$ cat config.mk
export PLATFORM = sky130hd
export DESIGN_NAME = display_scan_mux_flat
export DESIGN_NICKNAME = d
export VERILOG_FILES = /design/src/rtl/display_scan_mux_pkg.sv /design/src/rtl/display_scan_mux_if.sv /design/src/rtl/display_scan_mux_tick_divider.sv /design/src/rtl/display_scan_mux.sv /design/src/flat_wrapper.sv
export SDC_FILE = /design/constraint.sdc
export NUM_CORES = 1
export LEC_CHECK = 0
export CAP_MARGIN = 30
export CORE_MARGIN = 2
export CORE_UTILIZATION = 55
export CTS_CLUSTER_SIZE = 24
export DETAILED_ROUTE_END_ITERATION = 16
export PLACE_DENSITY = 0.79
export REMOVE_ABC_BUFFERS = 1
export SYNTH_ARGS = -nofsm -noshare
export SYNTH_HDL_FRONTEND = slang
export SYNTH_SLANG_ARGS = --single-unit
$ cat constraint.sdc
create_clock -name clk -period 2.8 [get_ports clk]
set_clock_uncertainty 0.05 [all_clocks]
set_input_delay 0.7 -clock clk [delete_from_list [all_inputs] [get_ports clk]]
set_output_delay 0.7 -clock clk [all_outputs]
set_load 0.01 [all_outputs]
$ cat src/rtl/display_scan_mux_pkg.sv
// Shared constants and helpers for the multiplexed 7-segment scanner.
package display_pkg;
    localparam int DIGIT_W    = 4;
    localparam int MAX_DIGITS = 16;

    // Board defaults for a 100 MHz clock: 1 ms per digit slot and 250 ms blink half-period.
    localparam int DEF_NUM_DIGITS  = 4;
    localparam int DEF_REFRESH_DIV = 100000;
    localparam int DEF_GUARD       = 2;
    localparam int DEF_BLINK_TICKS = 250;

    // Active-low one-hot anode pattern. The caller narrows it to its digit count.
    function automatic logic [MAX_DIGITS-1:0] anode_pattern(input int unsigned idx);
        return ~(MAX_DIGITS'(1) << idx);
    endfunction
endpackage

$ cat src/rtl/display_scan_mux_if.sv
// Digit data in, decoder nibble, anodes and slot tick out.
interface display_scan_mux_if #(parameter int NUM_DIGITS = 4);
    logic [4*NUM_DIGITS-1:0] value;
    logic [NUM_DIGITS-1:0]   digit_en;
    logic                    blink_en;
    logic [3:0]              nibble;
    logic [NUM_DIGITS-1:0]   an;
    logic                    scan_tick;

    modport master (output value, digit_en, blink_en, input nibble, an, scan_tick);
    modport slave  (input value, digit_en, blink_en, output nibble, an, scan_tick);
endinterface

$ cat src/rtl/display_scan_mux_tick_divider.sv
// Modulo-N counter. The terminal-count pulse is high while enabled and at N-1.
module tick_divider #(
    parameter int N = 2,
    parameter int W = (N > 1) ? $clog2(N) : 1
) (
    input  logic         clk,
    input  logic         rst_n,
    input  logic         en,
    input  logic         clr,
    output logic [W-1:0] count,
    output logic         tc
);
    assign tc = en && (count == W'(N - 1));

    // Count enabled events. Wrap at N-1. A synchronous clear holds the count at zero.
    always_ff @(posedge clk or negedge rst_n) begin
        if (!rst_n)     count <= '0;
        else if (clr)   count <= '0;
        else if (en)    count <= tc ? '0 : count + 1'b1;
    end
endmodule

$ cat src/rtl/display_scan_mux.sv
// Scans a packed hex value across a common-anode display, with guard time,
// per-digit blanking and whole-display blink. All outputs are registered.
module display_scan_mux
    import display_pkg::*;
#(
    parameter int NUM_DIGITS  = DEF_NUM_DIGITS,
    parameter int REFRESH_DIV = DEF_REFRESH_DIV,
    parameter int GUARD       = DEF_GUARD,
    parameter int BLINK_TICKS = DEF_BLINK_TICKS
) (
    input logic clk,
    input logic rst_n,
    display_scan_mux_if.slave bus
);
    localparam int SW = (REFRESH_DIV > 1) ? $clog2(REFRESH_DIV) : 1;
    localparam int BW = (BLINK_TICKS > 1) ? $clog2(BLINK_TICKS) : 1;
    localparam int IW = (NUM_DIGITS > 1) ? $clog2(NUM_DIGITS) : 1;

    logic [SW-1:0]               slot_cnt;
    logic                        slot_tc;
    logic                        blink_tc;
    logic [IW-1:0]               idx;
    logic [DIGIT_W*NUM_DIGITS-1:0] shadow_value;
    logic [NUM_DIGITS-1:0]       shadow_mask;
    logic                        phase;
    logic                        lit;

    tick_divider #(.N(REFRESH_DIV), .W(SW)) u_slot (
        .clk(clk), .rst_n(rst_n), .en(1'b1), .clr(1'b0),
        .count(slot_cnt), .tc(slot_tc)
    );

    // Blink counter advances once per slot. It is held at zero while blinking is off.
    tick_divider #(.N(BLINK_TICKS), .W(BW)) u_blink (
        .clk(clk), .rst_n(rst_n), .en(slot_tc & bus.blink_en), .clr(~bus.blink_en),
        .count(), .tc(blink_tc)
    );

    // Digit index advances each slot. Inputs are snapshotted only at frame wrap,
    // so the frame in progress never tears.
    always_ff @(posedge clk or negedge rst_n) begin
        if (!rst_n) begin
            idx          <= '0;
            shadow_value <= '0;
            shadow_mask  <= '0;
        end else if (slot_tc) begin
            if (idx == IW'(NUM_DIGITS - 1)) begin
                idx          <= '0;
                shadow_value <= bus.value;
                shadow_mask  <= bus.digit_en;
            end else begin
                idx <= idx + 1'b1;
            end
        end
    end

    // Blink phase: 0 = lit, 1 = dark. Forced back to lit as soon as blinking stops.
    always_ff @(posedge clk or negedge rst_n) begin
        if (!rst_n)             phase <= 1'b0;
        else if (!bus.blink_en) phase <= 1'b0;
        else if (blink_tc)      phase <= ~phase;
    end

    // blink_en is gated in directly so that dropping it relights on the next cycle.
    assign lit = (int'(slot_cnt) >= GUARD) && shadow_mask[idx] && !(bus.blink_en && phase);

    // Registered outputs, one cycle behind the counter and index state.
    always_ff @(posedge clk or negedge rst_n) begin
        if (!rst_n) begin
            bus.an        <= '1;
            bus.nibble    <= '0;
            bus.scan_tick <= 1'b0;
        end else begin
            bus.an        <= lit ? NUM_DIGITS'(anode_pattern(int'(idx))) : '1;
            bus.nibble    <= shadow_value[DIGIT_W*idx +: DIGIT_W];
            bus.scan_tick <= slot_tc;
        end
    end
endmodule

$ cat src/flat_wrapper.sv
// flat-port wrapper written by rule: the top's interface ports become plain ports
module display_scan_mux_flat import display_pkg::*;
#(
    parameter int NUM_DIGITS  = DEF_NUM_DIGITS,
    parameter int REFRESH_DIV = DEF_REFRESH_DIV,
    parameter int GUARD       = DEF_GUARD,
    parameter int BLINK_TICKS = DEF_BLINK_TICKS
)
  (clk, rst_n, bus_value, bus_digit_en, bus_blink_en, bus_nibble, bus_an, bus_scan_tick);
  display_scan_mux_if #(.NUM_DIGITS(NUM_DIGITS)) bus_i ();
  input logic clk;
  input logic rst_n;
  input wire logic [$bits(bus_i.value)-1:0] bus_value;
  input wire logic [$bits(bus_i.digit_en)-1:0] bus_digit_en;
  input wire logic [$bits(bus_i.blink_en)-1:0] bus_blink_en;
  output wire logic [$bits(bus_i.nibble)-1:0] bus_nibble;
  output wire logic [$bits(bus_i.an)-1:0] bus_an;
  output wire logic [$bits(bus_i.scan_tick)-1:0] bus_scan_tick;
  assign bus_i.value = bus_value;
  assign bus_i.digit_en = bus_digit_en;
  assign bus_i.blink_en = bus_blink_en;
  assign bus_nibble = bus_i.nibble;
  assign bus_an = bus_i.an;
  assign bus_scan_tick = bus_i.scan_tick;
  display_scan_mux #(.NUM_DIGITS(NUM_DIGITS), .REFRESH_DIV(REFRESH_DIV), .GUARD(GUARD), .BLINK_TICKS(BLINK_TICKS)) u_core (.clk(clk), .rst_n(rst_n), .bus(bus_i));
endmodule
## Word-level counts from Yosys, hierarchy flattened

Index checks and enable logic that the tools add are counted.

| operators by class | value |
|---|---|
| shift-type cells | 2 |
| mux-type cells | 10 |
| $add $sub $neg | 3 |
| bitwise logic cells | 3 |
| eq/ne operators | 5 |
| reduce and logical (&&, ||, !) cells | 6 |
| $lt $le $gt $ge | 2 |

Operator list:

| kind | count |
|---|---|
| $mux W8 | 3 |
| $add A17 B1 Y17 const B | 1 |
| $eq A17 B17 Y1 const B | 1 |
| $ge A17 B2 Y1 const B | 1 |
| $mux W17 | 1 |
| $shiftx A16 B5 Y4 | 1 |
| $add A8 B1 Y8 const B | 1 |
| $eq A8 B8 Y1 const B | 1 |
| $logic_and A1 B1 Y1 | 4 |
| $mux W4 | 1 |
| $ne A2 B1 Y1 const B | 2 |
| $not A4 Y4 | 1 |
| $shl A1 B2 Y4 const A | 1 |
| $lt A2 B3 Y1 const B | 1 |
| $mux W1 | 3 |
| $add A2 B1 Y2 const B | 1 |
| $bmux W1 S2 | 1 |
| $eq A2 B2 Y1 const B | 1 |
| $mux W2 | 1 |
| $reduce_and A2 Y1 | 1 |
| $and A1 B1 Y1 | 1 |
| $logic_not A1 Y1 | 1 |
| $not A1 Y1 | 1 |

| word-level totals | value |
|---|---|
| input bits | 23 |
| output and inout bits | 9 |
| word-level logic and storage cells | 40 |
| register bits | 57 |

## Depth between registers and ports, before layout

| depth | value |
|---|---|
| depth after elaboration | 6 |
| mapped depth | 7 |
| gate-level depth less buffers | 6 |

## By module

From an unflattened synthesis, not the netlist that was laid out.

| unflattened totals | value |
|---|---|
| cells, all modules | 241 |
| area total of the unflattened synthesis | 2733.9 µm² |

Modules (own cells, without submodules):

| module | area an instance (µm²) | instances | sequential area each (µm²) | cells an instance |
|---|---|---|---|---|
| display_scan_mux | 1353.8 | 1 | 805.8 | 91 |
| tick_divider at u_core.u_slot | 899.6 | 1 | 425.4 | 96 |
| tick_divider at u_core.u_blink | 480.5 | 1 | 200.2 | 54 |

## Worst setup path after synthesis

OpenSTA, ideal clock, no wires.

| path | value |
|---|---|
| path kind | register -> register |
| start | reg u_core.u_slot.count[11] |
| end | reg u_core.shadow_value[10] |
| setup time | 0.125 ns |
| period minus slack after synthesis | 2.396 ns |
| arrival | 2.221 ns |
| required time | 2.625 ns |
| cell stages (with the launch flop) | 7 |
| setup slack | 0.404 ns |
| buffers on the path | 1 |
| cells stage by stage | dfrtp_1 or4_4 or4_4 inv_2 and2_4 buf_6 mux2_2 |

| on the way | value |
|---|---|
| longest elaborated chain between the ends | 2 |

Ends and longest elaborated chain:

| item | line | source |
|---|---|---|
| from (decl) | display_scan_mux_tick_divider.sv:10 | `output logic [W-1:0] count,` |
| from (signal assigned) | display_scan_mux_tick_divider.sv:19 | `else if (en) count <= tc ? '0 : count + 1'b1;` |
| $eq A17 B17 Y1 | display_scan_mux_tick_divider.sv:13 | `assign tc = en && (count == W'(N - 1));` |
| net u_core.slot_tc | display_scan_mux.sv:20 | `logic slot_tc;` |
| $reduce_and A2 Y1 (no source line) | n/a |  |
| to (signal assigned) | display_scan_mux.sv:49 | `shadow_value <= bus.value;` |
| to (decl) | display_scan_mux.sv:23 | `logic [DIGIT_W*NUM_DIGITS-1:0] shadow_value;` |

The timed path passes the listed nets, and every way through them passes these cells.
A chain may end at the register's enable or synchronous reset.

## Final worst setup path

| path | value |
|---|---|
| start | reg u_core.u_slot.count[11] |
| end | reg u_core.shadow_value[13] |

Same word-level chain as after synthesis.

==> run_results.csv <==
group,metric,value,unit
outcome,status,"finished clean",
logic_synthesis,async_reset_ff_share,100,%
worst_setup_path,cp_data_arrival_time,2.75,ns
die,chipHeight,73.7,um
timing,slew_headroom,55.7,%
logic_synthesis,synth_cell_types,44,
detailed_routing,vias,1810,
logic_synthesis,yosys.area.top_type,"dfrtp_1",
finish,diodes,0,
worst_setup_path,cp.required,2.97,ns
logic_synthesis,synthFlopType,"dfrtp_1",
timing,rsz0062_at_grt,"false",
logic_synthesis,syn_inst,217,
power,clkPwrFrac,44.6,%
timing,setup_tns,0,ns
placed_design,dpl.hpwl,3370,um
detailed_routing,first_pass_iters,4,
detailed_routing,totalWireLength,4840,um
clock_network,htreeDepth,3,
worst_setup_path,startpoint_type,"register",
logic_synthesis,synth-edff-count,0,
finish,area_delta_synth_final,19.2,%
placed_design,portBuffers,31,
finish,nets,287,
global_route,overflow,0,
power,p_leak,1.48,nW
power,p_seq_share,52.2,%
clock_network,cts.hold.buffers_added,0,
timing,report.final.slew_viol_count,0,
global_route,grt_util_all_layers,20.4,%
logic_synthesis,synth-simple-area-share,15.5,%
clock_network,clockBufferDepth,2,
detailed_routing,drt_iter0_markers,117,
detailed_routing,post_drt_wl_per_cell,15.4,um
worst_setup_path,crit_fanout,20,
detailed_routing,route.detailed.drc,0,
timing,max_freq,387,MHz
clock_network,cts_tree,"done",
global_route,grt_pass1_wl,8140,um
logic_synthesis,ys_seq_area_share,53.6,%
timing,period_minus_slack,2.58,ns
timing,tightest_slew,0.659,ns
timing,timing.final.hold_violations,0,
clock_network,root_buffer,"clkbuf_8",
die,core,4690,sq um
worst_setup_path,worstSetupEndpointType,"register",
worst_setup_path,path_class,"reg -> reg",
die,rows,25,
clock_network,clock_sinks,57,
global_route,antenna_found_initial,0,
hold_path,hold_class,"in -> async",
die,start_util,56.9,%
global_route,grt_pass1_vias,1696,
timing,worst_hold_slack,0.281,ns
global_route,grt_max_degree,24,
die,die-width,73.7,um
detailed_routing,ant_nets,0,
finish,fillers,343,
logic_synthesis,synth_top_area_share,49.7,%
die,ios,32,
placed_design,gp_congestion,0.877,
finish,multi_input_area,1140,sq um
power,switching_share,20.6,%
power,netSwitchingPower,0.324,mW
logic_synthesis,post_synth_instance_area,2670,sq um
clock_network,numCtsBuffers,9,
power,combPwrFrac,3.2,%
logic_synthesis,synth.area.mux_share,13.4,%
detailed_routing,viasPerCell,5.76,
power,power_density,496,nW/um^2
die,die_area,5430,sq um
logic_synthesis,synth_area_leaders,"dfrtp_1 50%, mux2_1 4.2%, mux2_2 4.2%",
timing,finalSetupViolCount,0,
logic_synthesis,synth-xor-area-share,4.27,%
job,maxCapViolCount,0,
finish,layout-drive-gt1-share,16.5,%
logic_synthesis,yosys_warnings,0,
logic_synthesis,synth_fa_ha_area_share,3.75,%
clock_network,clk_latency,0.33,ns
logic_synthesis,synth_top_family_by_area,"simple AND/OR/NAND/NOR gates",
clock_network,cts-resized-gates,0,
clock_network,postCtsSetupBuffers,0,
timing,period_share,92.2,%
power,ir_drop,0.337,mV
logic_synthesis,syn_avg_cell_area,12.3,sq um
logic_synthesis,synth_compound_area_share,5.81,%
power,power.internal,1.25,mW
logic_synthesis,synth-seq-cells,57,
power,p_total,1.58,mW
clock_network,clkTransAtPathRegs,0.06,ns
finish,seq_area,1430,sq um
logic make-up (layout without fill, tap and decap cells):
logic type	after synthesis	count (layout)
DFF	57	57
xor gates and xnor gates	13	13
muxes	27	27
buffers and inverters	15	58
and+or+nand+nor	74	74
adders and majority gates	8	8
AOI/OAI and AO/OA	23	23
stage by stage:
stage,worst slack [ns],cell area [sq um],utilization (%),std cells
after detailed placement,0.235,3000,64.0,299
after floorplan,0.336,2600,-,210
final,0.217,3180,67.8,314
after global placement,0.272,3000,64.0,299
after CTS,0.227,3180,67.8,314
after global routing,0.140,3180,67.8,314
routing by layer:
metal | vias up | track usage (%) | wire length [um]
met2 | 44 | 30.0 | 2330
met3 | 9 | 6.17 | 200
met4 | 0 | 9.70 | 97
met1 | 898 | 27.8 | 2210
met5 | - | 0 | 0
li1 | 859 | - | -
worst max-delay path: stages (launching register included):
cell and delay, ns:
dfrtp_1 0.42, or4_4 0.56, or4_4 0.65, inv_2 0.10, and2_4 0.32, mux2_2 0.37
flip-flops by register name, indices dropped and copies added, names as in the netlist:
name,count
u_core.phase,1
u_core.bus.scan_tick,1
u_core.u_slot.count,17
u_core.bus.an,4
u_core.bus.nibble,4
u_core.idx,2
u_core.shadow_mask,4
u_core.shadow_value,16
u_core.u_blink.count,8
cell usage in the layout (no fill, tap or decap), types with 3 or more instances in the layout:
| master | instances |
|---|---|
| nand4_1 | 8 |
| mux2_2 | 10 |
| ha_1 | 8 |
| clkinv_2 | 3 |
| xor2_1 | 8 |
| mux4_2 | 5 |
| or3_1 | 3 |
| nor3_1 | 3 |
| dfrtp_1 | 53 |
| clkbuf_8 | 9 |
| a21oi_1 | 4 |
| nor2_1 | 15 |
| and4_1 | 3 |
| o21ai_0 | 6 |
| and2_1 | 4 |
| o21a_1 | 4 |
| clkdlybuf4s50_1 | 30 |
| buf_4 | 4 |
| nand3_1 | 9 |
| dfstp_2 | 4 |
| xnor2_1 | 5 |
| nand2_1 | 13 |
| mux2_1 | 10 |
| inv_1 | 7 |
power groups by stage:
stage	clock (mW)	combinational (mW)	sequential, mW
after floorplan	0	0.00205	0.839
after global placement	0	0.0519	0.839
after detailed placement	0	0.0526	0.839
after CTS	0.724	0.0527	0.824
after global routing	0.756	0.0574	0.824
final	0.703	0.0508	0.824
worst paths after layout:
path | from | end | slack [ns] | depth (start not counted)
min reg2reg | u_core.shadow_value[1]$_DFFE_PN0P_ | u_core.shadow_value[1]$_DFFE_PN0P_ | 0.44 | 1
max in group asynchronous | rst_n | u_core.shadow_mask[1]$_DFFE_PN0P_ | 1.79 | 2
max | u_core.u_slot.count[11]$_DFF_PN0_ | u_core.shadow_value[13]$_DFFE_PN0P_ | 0.22 | 5
min in group clk | u_core.shadow_value[1]$_DFFE_PN0P_ | u_core.shadow_value[1]$_DFFE_PN0P_ | 0.44 | 1
min | rst_n | u_core.u_slot.count[5]$_DFF_PN0_ | 0.28 | 1
max reg2reg | u_core.u_slot.count[11]$_DFF_PN0_ | u_core.shadow_value[13]$_DFFE_PN0P_ | 0.22 | 5
Yosys cell counts (3+ instances only):
cell     count
a21oi_1      4
mux2_2      10
and4_1       3
mux4_2       5
o21a_1       4
xnor2_1      5
and2_1       4
nor3_1       3
nor2_1      15
dfrtp_1     53
nand2_1     13
buf_6        4
mux2_1      10
or3_1        3
nand4_1      8
dfstp_2      4
nand3_1      9
o21ai_0      6
inv_1        7
xor2_1       8
ha_1         8
cell type report:
class / count / share of cell area [%]
tap: 54 / 2.12
clock buffer: 11 / 4.13
inverter: 8 / 0.944
sequential: 57 / 45.0
clock inverter: 4 / 1.42
timing repair buffer: 35 / 10.5
multi-input combinational: 145 / 35.8
Power figures use the tool's default switching activity.
